## src/rtl/avmm_arbiter_pkg.sv

```systemverilog
// Shared types and helpers for the Avalon-MM round-robin arbiter.
// Holds the arbiter state encoding and the grant-index width rule.
package avmm_arbiter_pkg;

   typedef enum logic {
      ST_IDLE = 1'b0,
      ST_BUSY = 1'b1
   } t_arb_states;

   // Index width for n requesters, never below one bit.
   function automatic int f_idx_width(input int n);
      return (n > 1) ? $clog2(n) : 1;
   endfunction

endpackage

```

## src/rtl/avmm_rr_select.sv

```systemverilog
// Combinational round-robin find-first: returns the first requester after ptr_i,
// wrapping modulo P_NUM_REQ, plus a flag that any request is present.
module avmm_rr_select
   import avmm_arbiter_pkg::*;
#(
   parameter int P_NUM_REQ = 4
)
(
   input  logic [P_NUM_REQ-1:0]                  req_i,
   input  logic [f_idx_width(P_NUM_REQ)-1:0]     ptr_i,
   output logic [f_idx_width(P_NUM_REQ)-1:0]     winner_o,
   output logic                                  any_req_o
);

   localparam int IW = f_idx_width(P_NUM_REQ);

   always_comb begin
      int cand;
      winner_o  = '0;
      any_req_o = 1'b0;
      cand      = 0;
      // Walk ptr+1 .. ptr+N so the last winner has lowest priority.
      for (int k = 1; k <= P_NUM_REQ; k++) begin
         cand = int'(ptr_i) + k;
         if (cand >= P_NUM_REQ) begin
            cand = cand - P_NUM_REQ;
         end
         if (!any_req_o && req_i[cand[IW-1:0]]) begin
            any_req_o = 1'b1;
            winner_o  = cand[IW-1:0];
         end
      end
   end

endmodule

```

## src/rtl/avmm_rr_arbiter.sv

```systemverilog
// Round-robin arbiter sharing one Avalon-MM master among P_NUM_REQ requesters,
// with per-requester lock and a waitrequest watchdog.
module avmm_rr_arbiter
   import avmm_arbiter_pkg::*;
#(
   parameter int P_NUM_REQ  = 4,
   parameter int P_ADDRSIZE = 8,
   parameter int P_DATASIZE = 32,
   parameter int P_TIMEOUT  = 1024
)
(
   input  logic                                CLOCK,
   input  logic                                RESET_N,
   input  logic [P_NUM_REQ-1:0]                REQ_READ,
   input  logic [P_NUM_REQ-1:0]                REQ_WRITE,
   input  logic [P_NUM_REQ-1:0]                REQ_LOCK,
   input  logic [P_NUM_REQ*P_ADDRSIZE-1:0]     REQ_ADDRESS,
   input  logic [P_NUM_REQ*P_DATASIZE-1:0]     REQ_WRITEDATA,
   output logic [P_NUM_REQ-1:0]                REQ_WAITREQUEST,
   output logic [P_DATASIZE-1:0]               REQ_READDATA,
   output logic                                AVM_M0_READ,
   output logic                                AVM_M0_WRITE,
   input  logic                                AVM_M0_WAITREQUEST,
   output logic [P_ADDRSIZE-1:0]               AVM_M0_ADDRESS,
   input  logic [P_DATASIZE-1:0]               AVM_M0_READDATA,
   output logic [P_DATASIZE-1:0]               AVM_M0_WRITEDATA,
   output logic [f_idx_width(P_NUM_REQ)-1:0]   GRANT_IDX,
   output logic                                TIMEOUT_ERR
);

   localparam int IW = f_idx_width(P_NUM_REQ);
   localparam int CW = (P_TIMEOUT > 0) ? $clog2(P_TIMEOUT + 1) : 1;
   localparam logic [CW-1:0] WD_LAST = (P_TIMEOUT > 0) ? CW'(P_TIMEOUT - 1) : '0;
   localparam logic [CW-1:0] WD_MAX  = '1;

   t_arb_states           state_q, state_d;
   logic [IW-1:0]         grant_q, grant_d;
   logic [IW-1:0]         ptr_q, ptr_d;
   logic [CW-1:0]         wdog_q, wdog_d;
   logic                  terr_q, terr_d;
   logic [P_NUM_REQ-1:0]  req;
   logic [IW-1:0]         win;
   logic                  any_req;

   assign req          = REQ_READ | REQ_WRITE;
   assign GRANT_IDX    = grant_q;
   assign TIMEOUT_ERR  = terr_q;
   assign REQ_READDATA = AVM_M0_READDATA;

   avmm_rr_select #(
      .P_NUM_REQ (P_NUM_REQ)
   ) u_select (
      .req_i     (req),
      .ptr_i     (ptr_q),
      .winner_o  (win),
      .any_req_o (any_req)
   );

   always_ff @(posedge CLOCK or negedge RESET_N) begin
      if (!RESET_N) begin
         state_q <= ST_IDLE;
         grant_q <= '0;
         ptr_q   <= IW'(P_NUM_REQ - 1);
         wdog_q  <= '0;
         terr_q  <= 1'b0;
      end else begin
         state_q <= state_d;
         grant_q <= grant_d;
         ptr_q   <= ptr_d;
         wdog_q  <= wdog_d;
         terr_q  <= terr_d;
      end
   end

   always_comb begin
      state_d          = state_q;
      grant_d          = grant_q;
      ptr_d            = ptr_q;
      wdog_d           = wdog_q;
      terr_d           = terr_q;
      AVM_M0_READ      = 1'b0;
      AVM_M0_WRITE     = 1'b0;
      AVM_M0_ADDRESS   = '0;
      AVM_M0_WRITEDATA = '0;
      REQ_WAITREQUEST  = '1;

      case (state_q)
         ST_IDLE: begin
            if (any_req) begin
               grant_d = win;
               ptr_d   = win;
               wdog_d  = '0;
               state_d = ST_BUSY;
            end
         end

         ST_BUSY: begin
            // Read wins when a requester raises both strobes.
            AVM_M0_READ      = REQ_READ[grant_q];
            AVM_M0_WRITE     = REQ_WRITE[grant_q] & ~REQ_READ[grant_q];
            AVM_M0_ADDRESS   = REQ_ADDRESS[grant_q*P_ADDRSIZE +: P_ADDRSIZE];
            AVM_M0_WRITEDATA = REQ_WRITEDATA[grant_q*P_DATASIZE +: P_DATASIZE];
            REQ_WAITREQUEST[grant_q] = AVM_M0_WAITREQUEST;

            if (!req[grant_q]) begin
               state_d = ST_IDLE;
            end else if (!AVM_M0_WAITREQUEST) begin
               if (REQ_LOCK[grant_q]) begin
                  wdog_d = '0;
               end else begin
                  state_d = ST_IDLE;
               end
            end else if (P_TIMEOUT > 0) begin
               // Forced release keeps the requester's waitrequest high.
               if (wdog_q == WD_LAST) begin
                  terr_d  = 1'b1;
                  state_d = ST_IDLE;
               end else if (wdog_q != WD_MAX) begin
                  wdog_d = wdog_q + 1'b1;
               end
            end
         end

         default: state_d = ST_IDLE;
      endcase
   end

endmodule
```

## config.mk

```make
export PLATFORM = sky130hd
export DESIGN_NAME = avmm_rr_arbiter
export DESIGN_NICKNAME = d
export VERILOG_FILES = /design/src/rtl/avmm_arbiter_pkg.sv /design/src/rtl/avmm_rr_select.sv /design/src/rtl/avmm_rr_arbiter.sv
export SDC_FILE = /design/constraint.sdc
export NUM_CORES = 1
export LEC_CHECK = 0
export ABC_AREA = 1
export ABC_CLOCK_PERIOD_IN_PS = 3100
export BUFFER_PORTS_ARGS = -buffer_cell sky130_fd_sc_hd__clkbuf_2
export CAP_MARGIN = 20
export CORE_AREA = 3 3 111 113
export CTS_BUF_LIST = sky130_fd_sc_hd__clkbuf_16
export CTS_CLUSTER_DIAMETER = 80
export DETAILED_ROUTE_END_ITERATION = 6
export DIE_AREA = 0 0 114 116
export HOLD_SLACK_MARGIN = 0.05
export SLEW_MARGIN = 20
export SYNTH_ARGS = -nofsm -noshare
export SYNTH_HDL_FRONTEND = slang
export SYNTH_SLANG_ARGS = --single-unit
```

## constraint.sdc

```tcl
create_clock -name CLOCK -period 3.1 [get_ports CLOCK]
set_input_delay 0.155 -clock CLOCK [delete_from_list [all_inputs] [get_ports CLOCK]]
set_output_delay 0.155 -clock CLOCK [all_outputs]
set_load 0.02 [all_outputs]
```

# Word-level counts from Yosys, hierarchy flattened
# Index checks and enable logic that the tools add are counted.
# op_classes
bitwise,6
add_sub_neg,9
shift,2
n_lt_le_gt_ge,10
reduce_logical,10
n_eq_ne,7
muxes,48
# ops
operator,n
variable part select 128 x 8 -> 32 bit,1
two-way mux 11 bit,6
two-way mux 32 bit,1
variable part select 32 x 6 -> 8 bit,1
case mux 11 bit (2 select lines),1
two-way mux 1 bit,20
binary-select mux 1 bit (select 2 bit),8
two-way mux 2 bit,8
"less-than comparator 2 x 3 -> 1 bit, second input constant",5
"adder 11 x 1 -> 11 bit, second input constant",1
"== test 11 x 10 -> 1 bit, second input constant",1
"!= test 11 bit, second input constant",1
"greater-or-equal comparator 3 bit, second input constant",3
two-way mux 8 bit,1
bitwise OR 4 bit,2
"subtractor 2 x 1 -> 2 bit, second input constant",4
"adder 2 x 2 -> 3 bit, second input constant",2
"!= test 3 x 2 -> 1 bit, second input constant",2
AND reduction 5 bit,1
"adder 2 x 3 -> 4 bit, second input constant",1
"greater-or-equal comparator 4 x 3 -> 1 bit, second input constant",1
logical AND 1 bit,4
two-way mux 4 bit,1
inverter 4 bit,1
12 further kinds,15
# word_totals
register_bits,17
output_inout_bits,81
word_cells,97
in_bits,207

# Depth between registers and ports, before layout
# Gate-level depths: netlist of run 1.
# logic_depth
word_depth,17
mapped_depth,14
ltp_nobuf,12

# Modules after synthesis
# Synthesis of run 1 repeated with hierarchy kept, for this count alone.
# unflattened
hier_cells,432
area_unflattened_um2,2577.5
# by_module_without_submodules
mod,n_inst,area_per_inst_um2,seq_area_each_um2,cells_each
avmm_rr_arbiter,1,2306.0,427.9,380
avmm_rr_select,1,271.5,0.0,52

# Worst setup path before layout of run 1
# Ideal clock, no wire load.
# synth_timing
path_type,register -> output
from,register grant_q[0] (netlist: GRANT_IDX[0])
to,output AVM_M0_ADDRESS[0]
path_buffers,1
t_arrival_ns,1.553
t_required_ns,2.945
path_stages_with_launch,5
setup_slack_ns,1.392
path_cell_list,dfrtp_1 nor2_2 clkbuf_1 a22oi_1 a21oi_1
# synth_via
elab_chain_cells,2
# synth_rtl
item,line_no,source
from (decl),avmm_rr_arbiter.sv:37,"logic [IW-1:0] grant_q, grant_d;"
from (signal assigned),avmm_rr_arbiter.sv:68,grant_q <= grant_d;
variable part select 32 x 6 -> 8 bit,avmm_rr_arbiter.sv:101,AVM_M0_ADDRESS = REQ_ADDRESS[grant_q*P_ADDRSIZE +: P_ADDRSIZE];
two-way mux 8 bit,avmm_rr_arbiter.sv:87,case (state_q)
to (decl),avmm_rr_arbiter.sv:24,"output logic [P_ADDRSIZE-1:0] AVM_M0_ADDRESS,"
# Every way passes these cells.

# Worst setup path after layout of run 1
# layout_timing
from,register grant_q[1] (netlist: GRANT_IDX[1])
to,output AVM_M0_ADDRESS[5]
# The elaborated chain is that of the path after synthesis.

==> results of run 1 <==
## flip-flops by register name (all words and copies together), names as in the netlist
name         flops
GRANT_IDX        2
state_q          1
ptr_q            2
TIMEOUT_ERR      1
wdog_q          11
## repair_timing
action | CTS | global route
endpoints found under the hold margin | 15 | 0
resized for setup | 0 | 0
hold buffers | 1 | 0
## worst max-delay path by stage
stage | from | end | slack, ns | depth (start not counted)
2_1_floorplan | GRANT_IDX[0]$_DFFE_PN0P_ | AVM_M0_ADDRESS[0] | 1.39 | 4
6_report | GRANT_IDX[1]$_DFFE_PN0P_ | AVM_M0_ADDRESS[5] | 0.80 | 6
5_1_grt | GRANT_IDX[1]$_DFFE_PN0P_ | AVM_M0_WRITE | 0.65 | 6
3_3_place_gp | GRANT_IDX[0]$_DFFE_PN0P_ | wdog_q[0]$_DFFE_PN0P_ | 0.99 | 8
4_1_cts | GRANT_IDX[1]$_DFFE_PN0P_ | AVM_M0_ADDRESS[5] | 0.81 | 6
3_5_place_dp | GRANT_IDX[1]$_DFFE_PN0P_ | wdog_q[1]$_DFFE_PN0P_ | 0.92 | 9
## cells by family after synthesis
group | count (synthesis)
XOR/XNOR | 3
AO/OA/AOI/OAI | 147
flip-flops | 17
AND/OR/NAND/NOR | 133
adder cells (fa/ha/maj) | 1
buffers and inverters | 74
## worst max-delay path: stages (launching register included)
cell,delay (ns)
dfrtp_1,0.45
inv_2,0.09
nor2_4,0.42
buf_4,0.38
a22oi_1,0.11
a21oi_1,0.21
clkbuf_2,0.21
## layout make-up
cell class | count | area share (%)
Multi-Input combinational cell | 284 | 45.4
Timing Repair Buffer | 230 | 33.0
Sequential cell | 17 | 12.1
Tap cell | 143 | 5.04
Clock buffer | 3 | 2.12
Inverter | 18 | 2.05
Clock inverter | 1 | 0.141
Antenna cell | 2 | 0.141
## per-stage QoR
step	worst slack [ns]	hold WS [ns]	util (%)	power, mW	cell area (sq um)
after floorplan	1.39	-0.141	-	2.22	2450
after global placement	0.993	0.115	30.2	2.95	3450
after detailed placement	0.923	0.125	30.2	3.01	3450
after CTS	0.805	0.263	31.0	3.28	3540
after global routing	0.653	0.310	31.0	3.55	3540
final	0.797	0.262	31.1	3.29	3550
## power by group through the flow
stage / Clock (mW) / Combinational, mW / Sequential (mW)
finish: 0.264 / 2.65 / 0.368
global route: 0.281 / 2.89 / 0.377
CTS: 0.272 / 2.64 / 0.365
detailed placement: 0 / 2.64 / 0.369
global placement: 0 / 2.58 / 0.362
floorplan: 0 / 1.88 / 0.344
## Yosys cell counts, types with 4 or more instances
cell type and number:
inv_1 12, buf_4 32, nand3_1 24, nand4_1 4, inv_2 4, nand2_1 70, nand2_2 6, dfrtp_1 15
o21ai_0 6, nor2_1 16, a21oi_1 48, nor2_2 5, clkbuf_1 19, nor3_1 5, a22oi_1 85
## routing by layer
| metal | vias up | share of wire (%) | track usage (%) |
|---|---|---|---|
| li1 | 1696 | - | - |
| met5 | - | 0.50 | 0 |
| met2 | 222 | 44 | 30.8 |
| met3 | 41 | 13 | 7.52 |
| met4 | 12 | 2.1 | 5.07 |
| met1 | 1654 | 40 | 26.5 |
==> impl_metrics.csv, run 1 <==
group,metric,value,unit
status,status,"finished, final reports clean",
critical_path,crit_path_start_kind,"flop",
critical_path,r2r_setup_slack,0.91,ns
synthesis,ys_async_sr_fraction,100,%
timing,setup_viol,0,
detailed_routing,antenna_left,0,
final_layout,drive_above_1_share,46.3,%
synthesis,yosys_most_used_dff,"dfrtp_1",
critical_path,end_kind,"output pin",
synthesis,seq_area_frac_synth,17.5,%
global_route,grt.overflow.total,0,
critical_path,regToRegStartpoint,"GRANT_IDX[1]$_DFFE_PN0P_",
critical_path,critPathKind,"flop to output pin",
placed_design,gp_congestion,0.900,
cts,cts_buffers,3,
floorplanning,start_util,21.5,%
critical_path,worstPathMaxFanout,25,
detailed_routing,viasPerCell,5.19,
synthesis,ys_ff_latch,17,
hold_path,worst_hold_path.endpoint,"state_q$_DFF_PN0_",
critical_path,r2r-end,"wdog_q[9]$_DFFE_PN0P_",
synthesis,syn_area,2450,sq um
global_route,grt_usage,20.0,%
timing,max_freq,0.434,GHz
final_layout,seqCellArea,428,sq um
timing,fin_crit,2.30,ns
synthesis,muxShareOfSynthArea,0,%
synthesis,synthXorXnorAreaFrac,1.07,%
final_layout,final_cell_mix,"clkbuf_2 (223), a22oi_1 (85), nand2_1 (70)",
synthesis,synth-simple-area-share,24.2,%
synthesis,yosys.area.top_type,"a22oi_1",
synthesis,syn-num-nets,583,
hold_path,hp-class,"input pin to flop",
detailed_routing,wl_per_cell,20.5,um
timing,rsz0062_at_grt,"no",
final_layout,multi_input_area,1610,sq um
final_layout,final_common_cell,"clkbuf_2",
timing,report.final.slew_viol_count,0,
critical_path,worst_r2r_path_depth,9,
cts,clk_root_buffer_cell,"clkbuf_16",
timing,hold_viol,0,
timing,period_share,74.3,%
floorplanning,ios,288,
synthesis,synth_edf_count,0,
synthesis,synthesis.instances,375,
pwr,swShare,60.1,%
final_layout,final_nets,762,
floorplanning,row_count,39,
timing,setup_tns,0,ns
detailed_routing,vias,3625,
cts,cts_setup_buffers,0,
floorplanning,dieArea,13200,sq um
pwr,power.internal,1.31,mW
critical_path,worst_ep_required_time,2.94,ns
hold_path,min_path_cells,4,
placed_design,placed_cells,691,
detailed_routing,firstDrtPassIters,5,
global_route,grt_max_degree,44,
synthesis,post_synth.cell_area_avg,6.53,sq um
detailed_routing,drt_iter0_markers,327,
hold_path,worstHoldStart,"AVM_M0_WAITREQUEST",
global_route,grt_pass1_wl,20.1,mm
critical_path,critPathArrivalTime,2.15,ns
synthesis,synth_top_family_by_area,"compound AO/OA/AOI/OAI gates",
pwr,cellLeakagePower,1.82,nW
flow_run,cap_violations,0,
pwr,p_sw,1.98,mW
placed_design,dp_hpwl,12.2,mm
floorplanning,die-height,116,um
cts,tritoncts,"built",
final_layout,syn_to_final_growth,44.8,%
global_route,antenna_found_initial,6,
synthesis,synth_area_leaders,"a22oi_1 (26%), dfrtp_1 (15%), nand2_1 (11%)",
cts,htreeDepth,1,
placed_design,io_buffers,223,
pwr,p_seq_share,11.2,%
timing,max-slew-margin-rel,65.0,%
floorplanning,die_x,114,um
final_layout,fin_cells,698,
global_route,grt_pass1_vias,3441,
synthesis,ys_types,34,
cts,clkTransAtPathRegs,0.05,ns
synthesis,yosys_warnings,0,
pwr,power_density,927,nW/um^2
pwr,p_clk_share,8.0,%
detailed_routing,drc,0,
synthesis,synth_compound_area_share,39.6,%
timing,tightest_slew,0.524,ns
timing,clock_skew,0.00266,ns
cts,clock_latency,0.25,ns
cts,numClockSinks,17,
final_layout,fillers,1269,
synthesis,synth_fa_ha_area_share,0.511,%
detailed_routing,routed_wl,14.3,mm
floorplanning,core_area,11400,sq um
synthesis,synth_top_area_share,26.0,%
pwr,peakVddDrop,0.000409,V
pwr,pwr-share-comb,80.8,%
cts,clockBufferDepth,2,
Note: power is estimated with default switching activity, not from simulation.
==> run 2: changes to the inputs <==
--- a/config.mk
+++ b/config.mk
@@ -6,7 +6,7 @@
 export NUM_CORES = 1
 export LEC_CHECK = 0
 export ABC_AREA = 1
-export ABC_CLOCK_PERIOD_IN_PS = 3100
+export ABC_CLOCK_PERIOD_IN_PS = 1900
 export BUFFER_PORTS_ARGS = -buffer_cell sky130_fd_sc_hd__clkbuf_2
 export CAP_MARGIN = 20
 export CORE_AREA = 3 3 111 113
==> constraint.sdc (replaced) <==
create_clock -name CLOCK -period 1.9 [get_ports CLOCK]
set_input_delay 0.095 -clock CLOCK [delete_from_list [all_inputs] [get_ports CLOCK]]
set_output_delay 0.095 -clock CLOCK [all_outputs]
set_load 0.02 [all_outputs]
==> run 2 against run 1 <==
- combinational power increased by 85%
- final cell count rose by 1.6%
- highest routed layer unchanged
- global-route usage increased by 0.072 points
- critical path type unchanged
- sequential share of layout area shrank 0.73 points
- non-clock buffer count up 13
- worst hold slack got worse by 0.072 ns
- clock-buffer cell count stayed put
- via count increased by 1.2%
- cell area increased by 7.1%
- first-iteration DRC count rose by 0.61%
- die area stayed put
- clock skew up 0.0013 ns
==> impl_metrics.csv, run 2 (synthesized netlist as in run 1, its figures left out) <==
group,metric,value,unit
status,status,"finished, final reports clean",
critical_path,cp_slowest_cell,"dfrtp_2",
critical_path,worstPathMaxFanout,17,
cts,clk_root_buffer_cell,"clkbuf_16",
global_route,grt_pass1_vias,3571,
floorplanning,die_x,114,um
flow_run,cap_violations,0,
detailed_routing,vias,3668,
detailed_routing,antenna_left,0,
timing,period_share,98.1,%
pwr,peakVddDrop,0.000676,V
final_layout,fin_cells,709,
detailed_routing,wl_per_cell,20.5,um
floorplanning,core_area,11400,sq um
detailed_routing,routed_wl,14.6,mm
cts,htreeDepth,1,
final_layout,final_cell_mix,"clkbuf_2 (215), a22oi_1 (81), nand2_1 (69)",
global_route,grt.overflow.total,0,
detailed_routing,drt_iter0_markers,329,
detailed_routing,drc,0,
critical_path,crit_path_max_incr_delay,0.44,ns
cts,cts_buffers,3,
timing,max-slew-margin-rel,70.8,%
timing,worst_slack,0.0353,ns
floorplanning,row_count,39,
floorplanning,start_util,21.5,%
critical_path,critPathArrivalTime,1.77,ns
global_route,grt_max_degree,44,
critical_path,critPathTopFamily,"buffers and inverters",
final_layout,syn_to_final_growth,55.0,%
cts,tritoncts,"built",
timing,rsz0062_at_grt,"yes",
floorplanning,ios,288,
placed_design,dp_hpwl,12.3,mm
critical_path,crit_path_start_kind,"flop",
final_layout,drive_above_1_share,49.6,%
critical_path,worst_ep_required_time,1.80,ns
critical_path,critPathMostFrequentCell,"inv_2",
placed_design,place_ws,-0.0332,ns
pwr,cellLeakagePower,1.94,nW
hold_path,hp-class,"input pin to output pin",
global_route,antenna_found_initial,8,
final_layout,fin_util,33.3,%
global_route,grt_usage,20.1,%
final_layout,final_nets,775,
detailed_routing,firstDrtPassIters,5,
timing,holdWs,0.190,ns
timing,hold_viol,0,
critical_path,crit_chain,"inv_2 > nand2_1 > inv_2 > buf_12 > buf_4 > a22oi_1 > a21oi_1 > buf_2",
floorplanning,dieArea,13200,sq um
critical_path,path_buf_inv,5,
floorplanning,die-height,116,um
final_layout,regMostFlops,"wdog_q",
detailed_routing,viasPerCell,5.17,
global_route,grt_pass1_wl,20.2,mm
placed_design,placed_cells,701,
critical_path,critPathKind,"flop to output pin",
timing,fin_crit,1.86,ns
timing,clock_skew,0.00392,ns
timing,report.final.slew_viol_count,0,
timing,tightest_slew,0.438,ns
cts,clockBufferDepth,2,
timing,setup_viol,0,
placed_design,gp_congestion,0.876,
critical_path,end_kind,"output pin",
cts,clkTransAtPathRegs,0.05,ns
cts,clock_latency,0.25,ns
pwr,power_density,1560,nW/um^2
final_layout,final_common_cell,"clkbuf_2",
final_layout,largest_reg_flops,11,
cts,numClockSinks,17,
final_layout,diodes,0,
timing,max_freq,0.536,GHz
placed_design,io_buffers,223,
==> run 2: changes by cell type in the layout (fill, tap and decap cells not counted), moves of 3 or more <==
cell	previous run	this run
a22oi_1	85	81
a22oi_2	0	4
buf_12	0	4
buf_2	0	6
buf_4	6	13
buf_6	0	3
clkbuf_2	223	215
nand3_1	24	21
nand3_2	2	5
==> run 2: stage by stage <==
stage          power (mW)  setup TNS [ns]  area, sq um
6_report             5.91               0         3800
5_1_grt              6.40         -0.0642         3800
4_1_cts              5.57               0         3670
3_5_place_dp         5.05          -0.260         3540
3_3_place_gp         4.98               0         3540
2_1_floorplan        3.63               0         2450
==> run 2: power breakdown <==
part / total (mW) / internal [mW] / switching [mW] / leakage, nW
registers: 0.583 / 0.462 / 0.121 / 0.221
logic: 4.90 / 1.79 / 3.11 / 1.67
clock network: 0.427 / 0.280 / 0.147 / 0.0423
total: 5.91 / 2.53 / 3.38 / 1.94
==> run 2: cell type report <==
| cell class | count | area (sq um) |
|---|---|---|
| timing repair buffer | 243 | 1350 |
| tap | 143 | 179 |
| multi-input combinational | 284 | 1680 |
| sequential | 17 | 430 |
| inverter | 18 | 72.6 |
| clock inverter | 1 | 3.75 |
| clock buffer | 3 | 75.1 |
| fill | 1299 | 7620 |
==> run 2: layer usage <==
metal  up-vias  wire length (um)  part of all wire, %  GRT usage (%)
li1       1723                 -                    -              -
met1      1667              5600                   38           25.2
met5         -                92                 0.63              0
met3        58              1940                   13           9.40
met4        16               517                  3.5           6.73
met2       204              6420                   44           30.5
==> run 2: timing repair <==
item                                   4_1_cts  5_1_grt
hold buffers                                 1        0
setup endpoints to repair                   35       35
gates cloned                                 0        1
gates resized for setup                      9       29
endpoints found under the hold margin       15        0
setup buffers                                0        2
pin swaps                                    0        1
==> run 2: final timing paths <==
kind                                           from                     to  slack (ns)  depth (start not counted)
max in group asynchronous                   RESET_N   ptr_q[1]$_DFFE_PN1P_        1.25                          2
min in group asynchronous                   RESET_N  wdog_q[3]$_DFFE_PN0P_        0.31                          2
max reg2reg                    ptr_q[0]$_DFFE_PN1P_  wdog_q[2]$_DFFE_PN0P_        0.12                         12
min reg2reg                   wdog_q[9]$_DFFE_PN0P_  wdog_q[9]$_DFFE_PN0P_        0.52                          2
min                             AVM_M0_READDATA[26]       REQ_READDATA[26]        0.19                          0
max                        GRANT_IDX[1]$_DFFE_PN0P_   AVM_M0_WRITEDATA[25]        0.04                          8
